File: config.mk
export PLATFORM = sky130hd
export DESIGN_NAME = qk_score_serializer_flat
export DESIGN_NICKNAME = d
export VERILOG_FILES = /design/src/rtl/qk_score_serializer_pkg.sv /design/src/rtl/qk_score_serializer_if.sv /design/src/rtl/qk_score_serializer_bank.sv /design/src/rtl/qk_score_serializer.sv /design/src/flat_wrapper.sv
export SDC_FILE = /design/constraint.sdc
export NUM_CORES = 1
export LEC_CHECK = 0
export CAP_MARGIN = 15
export CORE_MARGIN = 5
export CORE_UTILIZATION = 46
export DETAILED_ROUTE_END_ITERATION = 10
export PLACE_DENSITY = 0.71
export SYNTH_ARGS = -nofsm -noshare
export SYNTH_HDL_FRONTEND = slang
export SYNTH_SLANG_ARGS = --single-unit
File: constraint.sdc
create_clock -name clk -period 13.84 [get_ports clk]
set_input_delay 2.768 -clock clk [delete_from_list [all_inputs] [get_ports clk]]
set_output_delay 2.768 -clock clk [all_outputs]
set_load 0.03 [all_outputs]
File: src/rtl/qk_score_serializer_pkg.sv
// Shared types and default sizing for the QK score serializer.
package self_attention_pkg;
  localparam int WIDTH_OUT          = 8;
  localparam int CHUNK_SIZE         = 2;
  localparam int NUM_CORES_A_Qn_KnT = 1;
  localparam int NUM_CORES_B_Qn_KnT = 1;
  localparam int TOTAL_MODULES_LP_Q = 1;
  localparam int TOTAL_INPUT_W      = 4;

  localparam int QK_LANE_W = WIDTH_OUT * CHUNK_SIZE * NUM_CORES_A_Qn_KnT *
                             NUM_CORES_B_Qn_KnT * TOTAL_MODULES_LP_Q;
  localparam int QK_SER_LANES = TOTAL_INPUT_W;

  typedef logic [QK_LANE_W-1:0] qk_lane_t;

  typedef enum logic [1:0] {
    OCC_EMPTY = 2'd0,
    OCC_ONE   = 2'd1,
    OCC_TWO   = 2'd2
  } occ_t;
endpackage

File: src/rtl/qk_score_serializer_if.sv
// Vector-in / lane-out bus of the QK score serializer.
// QK_SER_DROP_CNT_EN adds the out_drop_cnt signal.
interface qk_score_serializer_if #(
  parameter int LANE_W    = 16,
  parameter int NUM_LANES = 4,
  localparam int IDX_W    = $clog2(NUM_LANES)
);
  logic              in_valid;
  logic [LANE_W-1:0] in_data [NUM_LANES];
  logic              out_valid;
  logic              out_ready;
  logic [LANE_W-1:0] out_data;
  logic [IDX_W-1:0]  out_lane_idx;
  logic              out_first;
  logic              out_last;
  logic              clear_ovf;
  logic              out_overflow;
  logic              out_busy;
`ifdef QK_SER_DROP_CNT_EN
  logic [15:0]       out_drop_cnt;
`endif

  modport slave (
    input  in_valid, in_data, out_ready, clear_ovf,
`ifdef QK_SER_DROP_CNT_EN
    output out_drop_cnt,
`endif
    output out_valid, out_data, out_lane_idx, out_first, out_last,
    output out_overflow, out_busy
  );

  modport master (
    output in_valid, in_data, out_ready, clear_ovf,
`ifdef QK_SER_DROP_CNT_EN
    input  out_drop_cnt,
`endif
    input  out_valid, out_data, out_lane_idx, out_first, out_last,
    input  out_overflow, out_busy
  );
endinterface

File: src/rtl/qk_score_serializer_bank.sv
// One ping-pong bank: NUM_LANES x LANE_W storage, full flag and lane read mux.
module qk_pingpong_bank #(
  parameter int LANE_W    = 16,
  parameter int NUM_LANES = 4,
  localparam int IDX_W    = $clog2(NUM_LANES)
) (
  input  logic              clk,
  input  logic              rst_n,
  input  logic              wr_en,
  input  logic              clr_full,
  input  logic [LANE_W-1:0] wr_data [NUM_LANES],
  input  logic [IDX_W-1:0]  rd_idx,
  output logic              full,
  output logic [LANE_W-1:0] rd_data
);
  logic [LANE_W-1:0] mem [NUM_LANES];

  // Contents are don't-care after reset; only the flag is reset.
  always_ff @(posedge clk) begin
    if (wr_en) mem <= wr_data;
  end

  // A refill in the same cycle as the release keeps the bank full.
  always_ff @(posedge clk or negedge rst_n) begin
    if (!rst_n)        full <= 1'b0;
    else if (wr_en)    full <= 1'b1;
    else if (clr_full) full <= 1'b0;
  end

  assign rd_data = mem[rd_idx];
endmodule

File: src/rtl/qk_score_serializer.sv
// Captures bridge vectors into two banks and replays them one lane per beat.
// QK_SER_DROP_CNT_EN adds a saturating 16-bit dropped-vector counter.
module qk_score_serializer
  import self_attention_pkg::*;
#(
  parameter int LANE_W    = QK_LANE_W,
  parameter int NUM_LANES = QK_SER_LANES,
  localparam int IDX_W    = $clog2(NUM_LANES)
) (
  input logic                  clk,
  input logic                  rst_n,
  qk_score_serializer_if.slave bus
);
  // state     | meaning
  // OCC_EMPTY | no bank holds a vector
  // OCC_ONE   | one bank holds a vector
  // OCC_TWO   | both banks hold vectors, next input drops unless a bank frees
  occ_t             occ;
  logic             wr_bank;
  logic             rd_bank;
  logic [IDX_W-1:0] lane_idx;
  logic             overflow;
  logic [1:0]       full;
  logic [LANE_W-1:0] rd_data [2];

  logic hs, last_lane, rel, release_now, capture, drop;

  assign hs          = bus.out_valid && bus.out_ready;
  assign last_lane   = (lane_idx == IDX_W'(NUM_LANES - 1));
  assign rel         = hs && last_lane;
  assign release_now = rel && (rd_bank == wr_bank);
  assign capture     = bus.in_valid && (!full[wr_bank] || release_now);
  assign drop        = bus.in_valid && !capture;

  for (genvar b = 0; b < 2; b++) begin : g_bank
    qk_pingpong_bank #(.LANE_W(LANE_W), .NUM_LANES(NUM_LANES)) u_bank (
      .clk      (clk),
      .rst_n    (rst_n),
      .wr_en    (capture && (wr_bank == 1'(b))),
      .clr_full (rel && (rd_bank == 1'(b))),
      .wr_data  (bus.in_data),
      .rd_idx   (lane_idx),
      .full     (full[b]),
      .rd_data  (rd_data[b])
    );
  end

  always_ff @(posedge clk or negedge rst_n) begin
    if (!rst_n) begin
      occ      <= OCC_EMPTY;
      wr_bank  <= 1'b0;
      rd_bank  <= 1'b0;
      lane_idx <= '0;
      overflow <= 1'b0;
    end else begin
      if (capture) wr_bank <= ~wr_bank;
      if (hs) begin
        lane_idx <= last_lane ? '0 : lane_idx + 1'b1;
        if (last_lane) rd_bank <= ~rd_bank;
      end
      if (drop)               overflow <= 1'b1;
      else if (bus.clear_ovf) overflow <= 1'b0;
      case (occ)
        OCC_EMPTY: if (capture) occ <= OCC_ONE;
        OCC_ONE: begin
          if (capture && !rel)      occ <= OCC_TWO;
          else if (!capture && rel) occ <= OCC_EMPTY;
        end
        OCC_TWO:   if (!capture && rel) occ <= OCC_ONE;
        default:   occ <= OCC_EMPTY;
      endcase
    end
  end

`ifdef QK_SER_DROP_CNT_EN
  logic [15:0] drop_cnt;

  always_ff @(posedge clk or negedge rst_n) begin
    if (!rst_n) begin
      drop_cnt <= '0;
    end else if (drop) begin
      if (drop_cnt != 16'hFFFF) drop_cnt <= drop_cnt + 16'd1;
    end else if (bus.clear_ovf) begin
      drop_cnt <= '0;
    end
  end

  assign bus.out_drop_cnt = drop_cnt;
`endif

  assign bus.out_valid    = full[rd_bank];
  assign bus.out_data     = rd_bank ? rd_data[1] : rd_data[0];
  assign bus.out_lane_idx = lane_idx;
  assign bus.out_first    = full[rd_bank] && (lane_idx == '0);
  assign bus.out_last     = full[rd_bank] && last_lane;
  assign bus.out_overflow = overflow;
  assign bus.out_busy     = full[0] | full[1];
endmodule

File: src/flat_wrapper.sv
// flat-port wrapper written by rule: the top's interface ports become plain ports
module qk_score_serializer_flat import self_attention_pkg::*;
#(
  parameter int LANE_W    = QK_LANE_W,
  parameter int NUM_LANES = QK_SER_LANES,
  localparam int IDX_W    = $clog2(NUM_LANES)
)
  (clk, rst_n, bus_in_valid, bus_in_data, bus_out_ready, bus_clear_ovf, bus_out_valid, bus_out_data, bus_out_lane_idx, bus_out_first, bus_out_last, bus_out_overflow, bus_out_busy);
  qk_score_serializer_if #(.LANE_W(LANE_W), .NUM_LANES(NUM_LANES)) bus_i ();
  input logic clk;
  input logic rst_n;
  input wire logic [$bits(bus_i.in_valid)-1:0] bus_in_valid;
  input wire logic [$bits(bus_i.in_data)-1:0] bus_in_data;
  input wire logic [$bits(bus_i.out_ready)-1:0] bus_out_ready;
  input wire logic [$bits(bus_i.clear_ovf)-1:0] bus_clear_ovf;
  output wire logic [$bits(bus_i.out_valid)-1:0] bus_out_valid;
  output wire logic [$bits(bus_i.out_data)-1:0] bus_out_data;
  output wire logic [$bits(bus_i.out_lane_idx)-1:0] bus_out_lane_idx;
  output wire logic [$bits(bus_i.out_first)-1:0] bus_out_first;
  output wire logic [$bits(bus_i.out_last)-1:0] bus_out_last;
  output wire logic [$bits(bus_i.out_overflow)-1:0] bus_out_overflow;
  output wire logic [$bits(bus_i.out_busy)-1:0] bus_out_busy;
  assign bus_i.in_valid = bus_in_valid;
  assign bus_i.in_data = {>>{bus_in_data}};
  assign bus_i.out_ready = bus_out_ready;
  assign bus_i.clear_ovf = bus_clear_ovf;
  assign bus_out_valid = bus_i.out_valid;
  assign bus_out_data = bus_i.out_data;
  assign bus_out_lane_idx = bus_i.out_lane_idx;
  assign bus_out_first = bus_i.out_first;
  assign bus_out_last = bus_i.out_last;
  assign bus_out_overflow = bus_i.out_overflow;
  assign bus_out_busy = bus_i.out_busy;
  qk_score_serializer #(.LANE_W(LANE_W), .NUM_LANES(NUM_LANES)) u_core (.clk(clk), .rst_n(rst_n), .bus(bus_i));
endmodule
==> results.yml, run 1 <==
run_status:
  status: "finished, final reports clean"
setup_path:
  rrSetupSlack_ns: 11.04
  cp-end-kind: "output pin"
  cp-start-kind: "flip-flop"
  worstSetupPathType: "reg -> out"
  critPathMaxFanout: 36
  worstPathRequired_ns: 11.07
  rr_worst_depth: 5
  r2r-end: "u_core.g_bank[1].u_bank.mem[2]"
  r2r_start: "u_core.bus.out_lane_idx[1]"
  cp.arrival_ns: 2.65
floorplan:
  start_util: 0.4639
  coreArea_um2: 11270
  die_area_um2: 13600
  die_h_um: 116.6
  die_width_um: 116.6
  fp-row-count: 39
  pin_count: 92
synthesis:
  syn_inst: 257
  yosys.area.top_type: "edfxtp_1"
  synthTopCellsByArea: "edfxtp_1, mux4_2, nand2_1"
  syn_nets: 328
  synth_seq_cells: 135
  synthArstFlopShare: 0.05185
  synth-seq-area-share: 0.7686
  ys_types: 28
  avgSynthCellArea_um2: 20.35
  ys_warn_count: 0
  netlist_area_um2: 5229
  synth_top_area_frac: 0.7351
  synth_edf_count: 128
  synth-main-ff-cell: "edfxtp_1"
grt:
  grt_max_degree: 66
  overflow: 0
  antenna_found_initial: 0
  grt_pass1_vias: 2896
  grt_pass1_wl_mm: 15.06
  track_usage: 0.1527
hold_path:
  min_path_cells: 2
  worstHoldStart: "u_core.bus.out_overflow"
  worstHoldPathType: "reg -> reg"
  min_to: "u_core.bus.out_overflow"
drt:
  drc: 0
  via_count: 2681
  drt-total-wl_mm: 9.683
  post_drt_wl_per_cell_um: 18.73
  first_pass_iters: 4
  drtAntennaViolNets: 0
  drt_iter0_markers: 143
  vias_per_cell: 5.186
cells_and_area:
  area_growth_pct: 30.08
  nets: 432
  drive_gt1_frac: 0.1738
  diodes: 0
  fill_cells: 830
cts:
  tritoncts: "yes"
  insertion_delay_ns: 0.40
  cts-resized-gates: 0
  post_cts_buffers: 0
  cts.path.max_buffers: 2
  cts_made_buffers: 17
  cts_root_buf: "clkbuf_16"
  htreeDepth: 4
  clock-sinks: 135
  holdBufCountCts: 0
  clk_pin_slew_ns: 0.05
job:
  cap_violations: 0
sta:
  slew_viol_final: 0
  finalHoldViolations: 0
  finalSetupTns_ns: 0
  tightestPinTransition_ns: 0.8809
  timing.final.crit_period_ns: 5.415
  slew_headroom: 0.4127
  fmax_ghz: 0.1847
  finClkSkew_ns: 0.01041
  rsz0062_at_grt: "false"
  setup_viol: 0
  period_share: 0.3913
power:
  power_leakage_nw: 2.322
  vdd_ir_drop_max_mv: 0.2986
  cellPowerDensity_nw_per_um2: 208.3
  p_total_w: 0.001417
place:
  hpwl_mm: 6.102
  port_buffers: 91
  gp_congestion: 0.7231
-- critical path: stages (launching register included) --
cell and delay [ns]:
dfrtp_2 0.33, buf_4 0.54, mux4_1 0.63, nand2_1 0.08, nand2_1 0.06, clkdlybuf4s50_1 0.59
-- worst max path at each step --
stage | from | end | slack, ns | cells past startpoint
global route | u_core.bus.out_lane_idx[1] | bus_out_data[12] | 8.23 | 5
finish | u_core.bus.out_lane_idx[1] | bus_out_data[13] | 8.42 | 5
floorplan | bus_out_ready | u_core.g_bank[0].u_bank.mem[0] | 7.27 | 2
detailed placement | u_core.bus.out_lane_idx[1] | bus_out_data[13] | 8.80 | 5
CTS | u_core.bus.out_lane_idx[1] | bus_out_data[13] | 8.36 | 5
global placement | u_core.bus.out_lane_idx[1] | bus_out_data[1] | 8.78 | 5
-- per-stage QoR --
stage	setup WS [ns]	hold slack [ns]	util	area (µm²)	instances
3_5_place_dp	8.799	0.5323	0.5571	6280	485
6_report	8.425	0.5351	0.6034	6802	517
4_1_cts	8.361	0.5409	0.6034	6802	517
5_1_grt	8.226	0.5541	0.6034	6802	517
2_1_floorplan	7.272	0.4830	-	5229	257
3_3_place_gp	8.782	0.5205	0.5571	6280	485
-- layout by cell type, fill, tap and decap left out, types with 3 or more instances in the layout --
| cell | synthesis | final |
|---|---|---|
| buf_4 | 0 | 5 |
| clkbuf_16 | 0 | 17 |
| clkdlybuf4s50_1 | 0 | 91 |
| clkinv_1 | 0 | 5 |
| clkinv_2 | 0 | 5 |
| dfrtp_1 | 7 | 6 |
| edfxtp_1 | 128 | 128 |
| inv_1 | 3 | 3 |
| mux4_1 | 3 | 3 |
| mux4_2 | 29 | 29 |
| nand2_1 | 54 | 54 |
-- metal layers --
layer  GRT usage  wire length [µm]  vias to the layer above
met1      0.1938              4080                     1363
met2      0.2376              4876                       71
met3     0.05440               559                       13
li1            -                 -                     1234
met4     0.07034               167                        0
met5           0                 0                        -
-- state kept, by name, summed over array words and instances (netlist names) --
| name | count |
|---|---|
| u_core.g_bank.u_bank.mem | 128 |
| u_core.rd_bank | 1 |
| u_core.wr_bank | 1 |
| u_core.g_bank.u_bank.full | 2 |
| u_core.bus.out_lane_idx | 2 |
| u_core.bus.out_overflow | 1 |
-- kinds of logic after synthesis --
group                    share of synthesized area
buffers and inverters                      0.02201
flip-flops                                  0.7686
AO/OA/AOI/OAI                             0.006462
adder cells (fa/ha/maj)                   0.004785
multiplexers                                0.1464
XOR/XNOR                                  0.001675
AND/OR/NAND/NOR                            0.05001
-- synthesized netlist by cell type (2+ instances only) --
master,instances
nand2_1,54
mux2_1,2
buf_2,6
mux4_2,29
inv_1,3
edfxtp_1,128
nand3_1,2
ha_1,2
dfrtp_1,7
a21oi_1,2
mux4_1,3
buf_12,2
and2_1,2
-- where the power goes --
group / total (W) / internal [W] / switching (W) / leakage [nW]
Combinational: 0.000501 / 0.000225 / 0.000276 / 0.835
Sequential: 0.000523 / 0.000507 / 0.0000161 / 1.23
Clock: 0.000392 / 0.000241 / 0.000151 / 0.254
-- cell type report --
class                      count  area, µm²  share of cell area
clock buffer                  19      432.9             0.06365
clock inverter                13      88.84             0.01306
inverter                       4      15.01            0.002208
multi-input combinational    107       1117              0.1643
sequential                   135       4020              0.5911
tap                          143      178.9             0.02631
timing repair buffer          96      948.4              0.1394
Power figures use the tool's default switching activity.
==> inputs of run 2 (changes only) <==
--- a/config.mk
+++ b/config.mk
@@ -9,7 +9,7 @@
 export CORE_MARGIN = 5
 export CORE_UTILIZATION = 46
 export DETAILED_ROUTE_END_ITERATION = 10
-export PLACE_DENSITY = 0.71
+export PLACE_DENSITY = 0.74
 export SYNTH_ARGS = -nofsm -noshare
 export SYNTH_HDL_FRONTEND = slang
 export SYNTH_SLANG_ARGS = --single-unit
==> constraint.sdc (replaced) <==
create_clock -name clk -period 4.95 [get_ports clk]
set_input_delay 0.99 -clock clk [delete_from_list [all_inputs] [get_ports clk]]
set_output_delay 0.99 -clock clk [all_outputs]
set_load 0.03 [all_outputs]
==> results.yml, run 2 (synthesized netlist as in run 1, its figures left out) <==
setup_path:
  cp.depth: 5
  cp_cell_sequence: "buf_4 > mux4_1 > nand2_1 > nand2_1 > clkdlybuf4s50_1"
  cp-end-kind: "output pin"
  crit_start: "u_core.bus.out_lane_idx[1]"
  rrSetupSlack_ns: 1.87
  critPathMostFrequentCell: "nand2_1"
  worstPathRequired_ns: 3.96
  critPathMaxFanout: 36
  r2r_start: "u_core.bus.out_lane_idx[1]"
  r2r-end: "u_core.g_bank[1].u_bank.mem[25]"
  cp.arrival_ns: 2.66
  crit_family: "buffers and inverters"
  rr_worst_depth: 5
  cp-start-kind: "flip-flop"
  crit_buf_inv: 2
  critPathCapture: "bus_out_data[12]"
  worstSetupPathType: "reg -> out"
  cpPeakStageDelay_ns: 0.65
  cpMaxStageDelayCell: "mux4_1"
cells_and_area:
  regMostFlops: "u_core.g_bank.u_bank.mem"
  fin_cells: 515
  nets: 431
  post-route-util: 0.6093
  area_growth_pct: 31.35
  layout_commonest_cell: "edfxtp_1"
  multi_input_area_um2: 1117
  largest_reg_flops: 128
  diodes: 0
  drive_gt1_frac: 0.1720
  layout_common_cells: "edfxtp_1, clkdlybuf4s50_1, nand2_1"
  fill_cells: 841
  seqCellArea_um2: 4021
sta:
  rsz0062_at_grt: "false"
  holdWs_ns: 0.5396
  tightestPinTransition_ns: 1.052
  slew_headroom: 0.2968
  setup_viol: 0
  timing.final.crit_period_ns: 3.645
  finalHoldViolations: 0
  fmax_ghz: 0.2743
  finClkSkew_ns: 0.005664
  period_share: 0.7365
  finalSetupTns_ns: 0
  slew_viol_final: 0
power:
  comb_power_share: 0.331
  cellPowerDensity_nw_per_um2: 590.1
  vdd_ir_drop_max_mv: 0.4249
  p_clk_frac: 0.294
  switchingPower_w: 0.001223
  p_total_w: 0.004053
  p_int_w: 0.002829
  swShare: 0.3018
  power_leakage_nw: 2.334
  pwr-share-seq: 0.375
floorplan:
  pin_count: 92
  start_util: 0.4639
  fp-row-count: 39
  die_area_um2: 13600
  coreArea_um2: 11270
  die_h_um: 116.6
  die_width_um: 116.6
drt:
  drc: 0
  drt_iter0_markers: 157
  post_drt_wl_per_cell_um: 17.90
  drtAntennaViolNets: 0
  via_count: 2616
  first_pass_iters: 5
  drt-total-wl_mm: 9.219
  vias_per_cell: 5.080
hold_path:
  worstHoldPathType: "reg -> reg"
  worstHoldStart: "u_core.bus.out_overflow"
cts:
  insertion_delay_ns: 0.40
  post_cts_buffers: 0
  clock-sinks: 135
  tritoncts: "yes"
  cts.path.max_buffers: 2
  cts-resized-gates: 0
  cts_made_buffers: 17
  clk_pin_slew_ns: 0.05
  cts_root_buf: "clkbuf_16"
  htreeDepth: 4
  holdBufCountCts: 0
grt:
  grt_pass1_wl_mm: 14.48
  track_usage: 0.1468
  overflow: 0
  grt_pass1_vias: 2851
  antenna_found_initial: 0
  grt_max_degree: 37
run_status:
  status: "finished, final reports clean"
job:
  cap_violations: 0
place:
  hpwl_mm: 6.015
  port_buffers: 91
  gp_congestion: 0.7114
  dp.cells: 484
## run 2: cell types whose count changed in the layout (fill, tap and decap cells not counted), moves of 2 or more
cell,change
clkinv_2,-4
buf_12,+2
bufinv_16,+2
buf_4,-3
## run 2: worst min path at each step
stage / slack [ns] / depth (start not counted) / end
2_1_floorplan: 0.48 / 2 / u_core.g_bank[0].u_bank.full
3_3_place_gp: 0.52 / 2 / u_core.bus.out_overflow
3_5_place_dp: 0.53 / 2 / u_core.bus.out_overflow
4_1_cts: 0.54 / 2 / u_core.bus.out_overflow
5_1_grt: 0.55 / 2 / u_core.bus.out_overflow
6_report: 0.54 / 2 / u_core.bus.out_overflow
## run 2: power groups by stage
| stage | logic (W) | registers (W) | clock network [W] |
|---|---|---|---|
| 4_1_cts | 0.00137 | 0.00152 | 0.00122 |
| 3_5_place_dp | 0.00137 | 0.00154 | 0 |
| 3_3_place_gp | 0.00136 | 0.00154 | 0 |
| 5_1_grt | 0.00144 | 0.00154 | 0.00127 |
| 2_1_floorplan | 0.000955 | 0.00151 | 0 |
| 6_report | 0.00134 | 0.00152 | 0.00119 |
## run 2: final cells by class
| cell class | count | share of cell area |
|---|---|---|
| Sequential cell | 135 | 0.5855 |
| Multi-Input combinational cell | 107 | 0.1627 |
| Timing Repair Buffer | 95 | 0.1406 |
| Clock buffer | 20 | 0.06358 |
| Tap cell | 143 | 0.02605 |
| Clock inverter | 11 | 0.01931 |
| Inverter | 4 | 0.002186 |
## run 2: per-layer routing
layer | wire (µm) | track usage
met5 | 0 | 0
met4 | 128 | 0.07569
met3 | 495 | 0.04093
met2 | 4996 | 0.2498
met1 | 3599 | 0.1707
## run 2: through the flow
stage                     worst slack (ns)  area, µm²
after detailed placement             1.611       6299
final                                1.305       6868
after floorplan                     0.1601       5229
after global routing                 1.121       6868
after CTS                            1.227       6868
after global placement               1.678       6299
## run 2: worst reg2reg max path, stage by stage, from the launching register on
cell and delay [ns]:
dfrtp_2 0.33, buf_4 0.54, ha_1 0.39, nand3_1 0.23, a21oi_4 0.93, buf_12 0.33
==> inputs of run 3 (changes only) <==
==> constraint.sdc (replaced) <==
create_clock -name clk -period 3.1 [get_ports clk]
set_input_delay 0.62 -clock clk [delete_from_list [all_inputs] [get_ports clk]]
set_output_delay 0.62 -clock clk [all_outputs]
set_load 0.03 [all_outputs]
==> results.yml, run 3 (synthesized netlist as in run 1, its figures left out) <==
setup_path:
  cp.arrival_ns: 2.33
  worstPathRequired_ns: 2.48
  cp-end-kind: "output pin"
  worstSetupPathType: "reg -> out"
  critPathMaxFanout: 17
  cp-start-kind: "flip-flop"
sta:
  period_share: 0.9501
  fmax_ghz: 0.3395
  slew_viol_final: 0
  finClkSkew_ns: 0.006419
  setup_viol: 0
  rsz0062_at_grt: "false"
  timing.final.crit_period_ns: 2.945
  fin_ws_ns: 0.1548
  tightestPinTransition_ns: 0.4833
  slew_headroom: 0.6778
  finalSetupTns_ns: 0
  holdWs_ns: 0.5005
  finalHoldViolations: 0
cells_and_area:
  final_area_um2: 6887
  fill_cells: 815
  seqCellArea_um2: 4024
  layout_common_cells: "edfxtp_1, clkdlybuf4s50_1, nand2_1"
  layout_commonest_cell: "edfxtp_1"
  diodes: 0
  regMostFlops: "u_core.g_bank.u_bank.mem"
  nets: 435
  drive_gt1_frac: 0.1910
  multi_input_area_um2: 1117
  area_growth_pct: 31.71
  largest_reg_flops: 128
place:
  postPlaceCellArea_um2: 6341
  gp_congestion: 0.7042
  port_buffers: 91
  hpwl_mm: 6.155
  pre_cts_slack_ns: 0.4177
drt:
  post_drt_wl_per_cell_um: 18.34
  drt_iter0_markers: 169
  first_pass_iters: 4
  vias_per_cell: 5.138
  drt-total-wl_mm: 9.537
  via_count: 2672
  drc: 0
  drtAntennaViolNets: 0
grt:
  overflow: 0
  antenna_found_initial: 0
  track_usage: 0.1520
  grt_pass1_wl_mm: 15.12
  grt_pass1_vias: 2898
  grt_max_degree: 66
floorplan:
  die_area_um2: 13600
  pin_count: 92
  coreArea_um2: 11270
  die_h_um: 116.6
  start_util: 0.4639
  die_width_um: 116.6
  fp-row-count: 39
power:
  power_leakage_nw: 2.364
  cellPowerDensity_nw_per_um2: 935.1
  p_total_w: 0.006440
  vdd_ir_drop_max_mv: 0.6090
cts:
  cts.path.max_buffers: 2
  insertion_delay_ns: 0.40
  clk_pin_slew_ns: 0.05
  holdBufCountCts: 0
  cts-resized-gates: 1
  cts_root_buf: "clkbuf_16"
  post_cts_buffers: 0
  htreeDepth: 4
  clock-sinks: 135
  tritoncts: "yes"
  cts_made_buffers: 17
hold_path:
  worstHoldPathType: "in -> async"
job:
  cap_violations: 0
run_status:
  status: "finished, final reports clean"
-- run 3: changes by cell type in the layout (fill, tap and decap cells not counted), moves of 2 or more --
cell,previous run,this run
clkinv_2,1,7
clkinv_1,4,0
buf_4,2,4
bufinv_16,3,1
clkinvlp_4,3,1
-- run 3: worst paths after layout --
path	slack, ns	from	cells after the start	endpoint
hold / removal	0.50	rst_n	1	u_core.rd_bank
min in group clk	0.53	u_core.bus.out_overflow	2	u_core.bus.out_overflow
setup reg to reg	0.92	u_core.bus.out_lane_idx[0]	5	u_core.g_bank[1].u_bank.mem[17]
max in group asynchronous	2.31	rst_n	1	u_core.rd_bank
hold reg to reg	0.53	u_core.bus.out_overflow	2	u_core.bus.out_overflow
setup / recovery	0.15	u_core.bus.out_lane_idx[1]	5	bus_out_data[12]
-- run 3: layer usage --
| metal | routed length, µm | GRT usage | vias to the layer above |
|---|---|---|---|
| li1 | - | - | 1239 |
| met1 | 4054 | 0.1960 | 1363 |
| met2 | 4955 | 0.2460 | 68 |
| met3 | 472 | 0.04819 | 2 |
| met4 | 55 | 0.05275 | 0 |
| met5 | 0 | 0 | - |
-- run 3: layout make-up --
type                            count  share of cell area
Sequential cell                   135              0.5843
Tap cell                          143             0.02598
Inverter                            4            0.002180
Multi-Input combinational cell    107              0.1622
Timing Repair Buffer               99              0.1475
Clock inverter                     10             0.01181
Clock buffer                       22             0.06595
-- run 3: metrics by stage --
step	std cells	utilization
after floorplan	257	-
after global placement	488	0.5625
after detailed placement	488	0.5625
after global routing	520	0.6109
after CTS	520	0.6104
final	520	0.6109
-- run 3: critical path, cell delays in order (launching register included) --
cell and delay, ns:
dfrtp_2 0.40, buf_12 0.19, mux4_1 0.59, nand2_1 0.08
nand2_1 0.06, clkdlybuf4s50_1 0.59
-- run 3: report_power, final --
part | switching [W] | internal, W
registers | 0.000124 | 0.00227
clock network | 0.000670 | 0.00111
logic | 0.00120 | 0.00107
